<file path="src/rtl/pipe_inv_div.sv">
// Sequential restoring divider: Q = F / D and R = F mod D, unsigned, N bits.
// Latency: N+1 edges from the accepted start to the DONE cycle (1 edge if D=0).
// No backpressure. start is taken only in IDLE; done is a one-cycle pulse.
// Optional self-check output chk_ok is enabled by macro PIPE_INV_DIV_CHECK_EN.
module pipe_inv_div #(
  parameter int N = 10
) (
  input  logic         clk,
  input  logic         rst,
  input  logic         start,
  input  logic [N-1:0] F,
  input  logic [N-1:0] D,
  output logic         busy,
  output logic         done,
  output logic [N-1:0] Q,
  output logic [N-1:0] R,
  output logic         div_zero
`ifdef PIPE_INV_DIV_CHECK_EN
  ,
  output logic         chk_ok
`endif
);

  localparam int CW = (N > 1) ? $clog2(N) : 1;

  typedef enum logic [1:0] {IDLE, DIV, DONE} state_t;

  state_t        state, state_nxt;
  logic [N-1:0]  f_reg;       // captured dividend, read MSB first via cnt
  logic [N-1:0]  d_reg;       // captured divisor
  logic [N-1:0]  quo;         // quotient bits collected so far
  logic [N:0]    part;        // partial remainder, one spare bit so the shift never overflows
  logic [CW-1:0] cnt;         // index of the dividend bit consumed this cycle

  logic [N:0]    shifted;
  logic [N:0]    diff;
  logic          q_bit;
  logic [N:0]    part_nxt;
  logic [N-1:0]  q_fin;
  logic [N-1:0]  r_fin;

  // One restoring step: shift in the next dividend bit, subtract D if it fits.
  always_comb begin
    shifted  = (part << 1) | {{N{1'b0}}, f_reg[cnt]};
    diff     = shifted - {1'b0, d_reg};
    q_bit    = (shifted >= {1'b0, d_reg});
    part_nxt = q_bit ? diff : shifted;
    q_fin    = {quo[N-2:0], q_bit};
    r_fin    = part_nxt[N-1:0];
  end

`ifdef PIPE_INV_DIV_CHECK_EN
  logic [2*N-1:0] recon;
  logic           chk_nxt;

  // Reconstruct Q*D+R in 2N bits and compare against the captured dividend.
  always_comb begin
    recon   = ({{N{1'b0}}, q_fin} * {{N{1'b0}}, d_reg}) + {{N{1'b0}}, r_fin};
    chk_nxt = (recon == {{N{1'b0}}, f_reg}) && (r_fin < d_reg);
  end
`endif

  // Next-state and status decode.
  always_comb begin
    state_nxt = state;
    busy      = (state != IDLE);
    done      = (state == DONE);
    case (state)
      IDLE: begin
        if (start) state_nxt = (D != '0) ? DIV : DONE;
      end
      DIV: begin
        if (cnt == '0) state_nxt = DONE;
      end
      DONE: begin
        state_nxt = IDLE;
      end
      default: begin
        state_nxt = IDLE;
      end
    endcase
  end

  // State register.
  always_ff @(posedge clk) begin
    if (rst) state <= IDLE;
    else     state <= state_nxt;
  end

  // Operand capture, iteration datapath and result registers.
  always_ff @(posedge clk) begin
    if (rst) begin
      f_reg    <= '0;
      d_reg    <= '0;
      quo      <= '0;
      part     <= '0;
      cnt      <= '0;
      Q        <= '0;
      R        <= '0;
      div_zero <= 1'b0;
`ifdef PIPE_INV_DIV_CHECK_EN
      chk_ok   <= 1'b0;
`endif
    end else begin
      case (state)
        IDLE: begin
          if (start) begin
            if (D != '0) begin
              f_reg <= F;
              d_reg <= D;
              quo   <= '0;
              part  <= '0;
              cnt   <= CW'(N - 1);
            end else begin
              // Divide by zero: saturated quotient, dividend passes through.
              Q        <= '1;
              R        <= F;
              div_zero <= 1'b1;
`ifdef PIPE_INV_DIV_CHECK_EN
              chk_ok   <= 1'b0;
`endif
            end
          end
        end
        DIV: begin
          part <= part_nxt;
          quo  <= q_fin;
          if (cnt == '0) begin
            Q        <= q_fin;
            R        <= r_fin;
            div_zero <= 1'b0;
`ifdef PIPE_INV_DIV_CHECK_EN
            chk_ok   <= chk_nxt;
`endif
          end else begin
            cnt <= cnt - CW'(1);
          end
        end
        default: begin
        end
      endcase
    end
  end

endmodule

</file>
<file path="config.mk">
export PLATFORM = sky130hd
export DESIGN_NAME = pipe_inv_div
export DESIGN_NICKNAME = d
export VERILOG_FILES = /design/src/rtl/pipe_inv_div.sv
export SDC_FILE = /design/constraint.sdc
export NUM_CORES = 1
export LEC_CHECK = 0
export BUFFER_PORTS_ARGS = -buffer_cell sky130_fd_sc_hd__buf_2
export CORE_MARGIN = 4
export CORE_UTILIZATION = 45
export DETAILED_ROUTE_END_ITERATION = 10
export PLACE_DENSITY = 0.65
export SLEW_MARGIN = 15
export SYNTH_ARGS = -nofsm -noshare
export SYNTH_HDL_FRONTEND = slang
export SYNTH_SLANG_ARGS = --single-unit
export TNS_END_PERCENT = 50
</file>
<file path="constraint.sdc">
create_clock -name clk -period 8.4 [get_ports clk]
set_input_delay 1.26 -clock clk [delete_from_list [all_inputs] [get_ports clk]]
set_output_delay 1.26 -clock clk [all_outputs]
set_load 0.005 [all_outputs]
</file>
==> summary.txt <==
Clocking
  – H-tree depth: 3
  – Number of clock sinks seen by CTS: 66
  – Count of hold-fix buffers inserted at cts: 0
  – Quantity of gates resized following cts: 0
  – Worst skew pair latency: 0.33 ns
  – Number of setup buffers added after CTS: 0
  – Reg clk slew, reported paths: approximately 0.070 ns
  – Clock buffer count from CTS: 9
  – CTS tree: built
  – Cell at the root of the clock tree: sky130_fd_sc_hd__clkbuf_8
  – Largest buffer count on any clock path: 2

Flow run
  – Number of max-cap violations: 0

Synthesis
  – Post-synthesis register bit count: 66
  – Post-synth cell types: between 50 and 60
  – Cell Area, Synth: 3169 um^2
  – Sequential share of the synthesized area: between 40% and 50%
  – Per-instance average area after synthesis: 8.232 um^2
  – Area share of the largest cell type after synthesis: between 40% and 50%
  – Largest cells by area after synthesis: sky130_fd_sc_hd__dfxtp_1 (42%), sky130_fd_sc_hd__a21oi_1 (6.8%), sky130_fd_sc_hd__nand2_1 (6.6%)
  – Most used flip-flop cell after synthesis: sky130_fd_sc_hd__dfxtp_1
  – Top cell types by occurrence after synthesis: sky130_fd_sc_hd__dfxtp_1 (66), sky130_fd_sc_hd__nand2_1 (56), sky130_fd_sc_hd__a21oi_1 (43)
  – Post-Synthesis Cells: about 390
  – Number of enable-type register cells in the synthesized netlist: 0
  – Net count after synthesis: 420
  – Post-synth top area cell: sky130_fd_sc_hd__dfxtp_1
  – Count of warnings emitted by yosys: 0
  – Dominant cell by count in the synthesized netlist: sky130_fd_sc_hd__dfxtp_1
  – Share of flip-flops with an asynchronous set or reset: 0%

Finish
  – Antenna Diode Count: 0
  – Fraction of layout instances using a drive strength above 1: approximately 17%
  – Final Net Count: roughly 460
  – Area growth, synth to finish: 14.69%
  – Count of placed standard cells in the final layout, fillers left out: approximately 520
  – Fill cell total of the finished layout: just under 700
  – Final design utilization: between 50% and 60%
  – Area used by multi-input combinational logic: approximately 1700 um^2
  – Area used by sequential logic in the layout: roughly 1300 um^2

Power and ir drop
  – Largest voltage drop on the vdd net: around 150 uV
  – Psw: between 400 and 500 uW
  – Leakage power total: approximately 0.0015 uW
  – Logic pwr share: between 40% and 50%
  – Switching share of power: between 30% and 40%
  – Part of the total power dissipated in the clock network: between 20% and 30%
  – Ratio of total power to cell area: approximately 320 nW/um^2
  – Sequential share of power: 33.6%
  – Cell Int Power: 712.8 uW

Die
  – Die span in x: 91.92 um
  – Overall die area: 8449 um^2
  – Starting Density: between 40 and 50%
  – Area of the core: just under 7000 um^2
  – Number of core rows: 30
  – Height of the chip: ~92 um
  – Top-level port count: 46

Timing
  – Rel. slew slack: about 25%
  – Post-route clock skew: 0.007385 ns
  – Final-report hold violation count: 0
  – Maximum achievable frequency: ~310 MHz
  – Worst Hold Slack: approximately 0.45 ns
  – Final number of max-transition violations: 0
  – Final-layout setup total negative slack: 0 ns
  – Clock period minus final worst setup slack: ~3.2 ns
  – Final Cycle Share: between 30% and 40%
  – Final setup vio count: 0
  – RSZ-0062 raised after global routing: no
  – Worst-margin pin slew: between 1 and 1.5 ns

Global routing
  – Number of global-route vias before repair: roughly 2800
  – Largest net degree at the start of global routing: between 60 and 70
  – Overall overflow remaining after global route: 0
  – Total GRT Usage: between 20% and 30%
  – Initial antenna violation count: 0
  – Global-route wire length before repair: approximately 14000 um

Route
  – Drt via density: 5.531
  – Initial detailed-routing violation count: 222
  – Routed Antenna Nets: 0
  – Final routed DRC violation total: 0
  – Final routed wirelength across all metal layers: ~8300 um
  – First-pass iteration count of the detailed router: 4
  – Final routed wire length divided by cell count: between 15 and 20 um
  – Vias: between 2000 and 3000

Critical path
  – Buf+Inv Stages, Crit Path: 0
  – Critical path's top delay family: multiplexers
  – Most common cell type on the critical path: sky130_fd_sc_hd__mux2i_1
  – Beginning of the worst register-to-register path: cnt[0]
  – Type of the worst setup path: reg2reg
  – Cell-by-cell trace of the critical path: mux4_2 -> mux2i_1 -> o21a_1 -> ha_1 -> and4_4 -> a41o_1 -> a211oi_4 -> nand2_4 -> mux2i_1 -> o21ai_0
  – Longest individual stage delay on the worst path: roughly 0.55 ns
  – Standard cell with the maximum stage delay on the critical path: sky130_fd_sc_hd__mux4_2
  – CP Data Arrival Time: 3.37 ns
  – Crit path from: cnt[0]
  – CP startpoint kind: flip-flop
  – Category of the worst setup path capture point: flip-flop
  – Required time at the endpoint of the critical path: roughly 8.6 ns
  – Critical path peak fanout: 15
  – Register-to-register setup slack: about 5.2 ns

Placement
  – Half-perimeter wire length after detailed placement: roughly 5900 um
  – Final weighted congestion of routability-driven global placement: 0.8393
  – Port Buf Inserts: 45
  – Post-placement cell count: 506

Min path
  – Path category of the worst min-delay check: reg2reg
  – Min-delay src: d_reg[3]

Run status
  – Outcome: finished, final reports clean
[cells by family after synthesis]
family	count (synthesis)	synth area share [%]
buffers and inverters	35	4.540
xor gates and xnor gates	7	1.935
and+or+nand+nor	156	22.98
AOI/OAI and AO/OA	98	19.62
muxes	11	4.264
DFF	66	41.69
adders and majority gates	12	4.974
[path summary, 6_finish.rpt]
path / cells past startpoint / to
setup / recovery: 10 / part[4]
hold / removal: 2 / d_reg[3]
setup reg to reg: 10 / part[4]
hold reg to reg: 2 / d_reg[3]
[layer usage]
metal  wire length, um  track usage [%]  vias up
li1                  -                -     1432
met1              4011            29.11     1349
met2              3563            30.41       97
met3               661            4.594        9
met4                93            6.807        0
met5                 0                0        -
[tightest hold or removal path, delay by kind of cell, from the launching register on]
kind            cells  cell delay, ns
flops               1            0.31
compound gates      1            0.05
simple gates        1            0.05
[cell type report]
class / instances / area share [%]
multi-input combinational: 284 / 46.88
clock buffer: 10 / 3.787
tap: 96 / 3.305
timing repair buffer: 46 / 6.403
sequential: 66 / 36.35
inverter: 14 / 1.446
clock inverter: 6 / 1.824
[cell usage in the layout (no fill, tap or decap), types with 5 or more instances in the layout]
master	count
sky130_fd_sc_hd__o21ai_0	10
sky130_fd_sc_hd__xnor2_1	6
sky130_fd_sc_hd__mux2i_1	9
sky130_fd_sc_hd__o22ai_1	5
sky130_fd_sc_hd__nand2_1	56
sky130_fd_sc_hd__buf_2	45
sky130_fd_sc_hd__clkbuf_8	10
sky130_fd_sc_hd__inv_1	14
sky130_fd_sc_hd__nor3_1	28
sky130_fd_sc_hd__a21oi_1	43
sky130_fd_sc_hd__ha_1	11
sky130_fd_sc_hd__dfxtp_1	66
sky130_fd_sc_hd__nor2_1	36
sky130_fd_sc_hd__a22oi_1	10
sky130_fd_sc_hd__nand2b_1	5
[metrics by stage]
stage                     worst slack [ns]  area, um^2  power, uW
after CTS                            5.209        3635       1175
after global placement               5.086        3431      894.9
after global routing                 5.035        3635       1258
after detailed placement             5.076        3431      901.5
after floorplan                      5.400        3169      807.1
final                                5.211        3635       1173
[power by group through the flow]
stage | logic [uW] | clock network, uW | registers [uW]
floorplan | 419 | 0 | 388
global placement | 496 | 0 | 399
global route | 565 | 293 | 400
finish | 508 | 271 | 394
detailed placement | 502 | 0 | 399
CTS | 505 | 277 | 393
No activity file was read; power rests on OpenSTA's default activity.
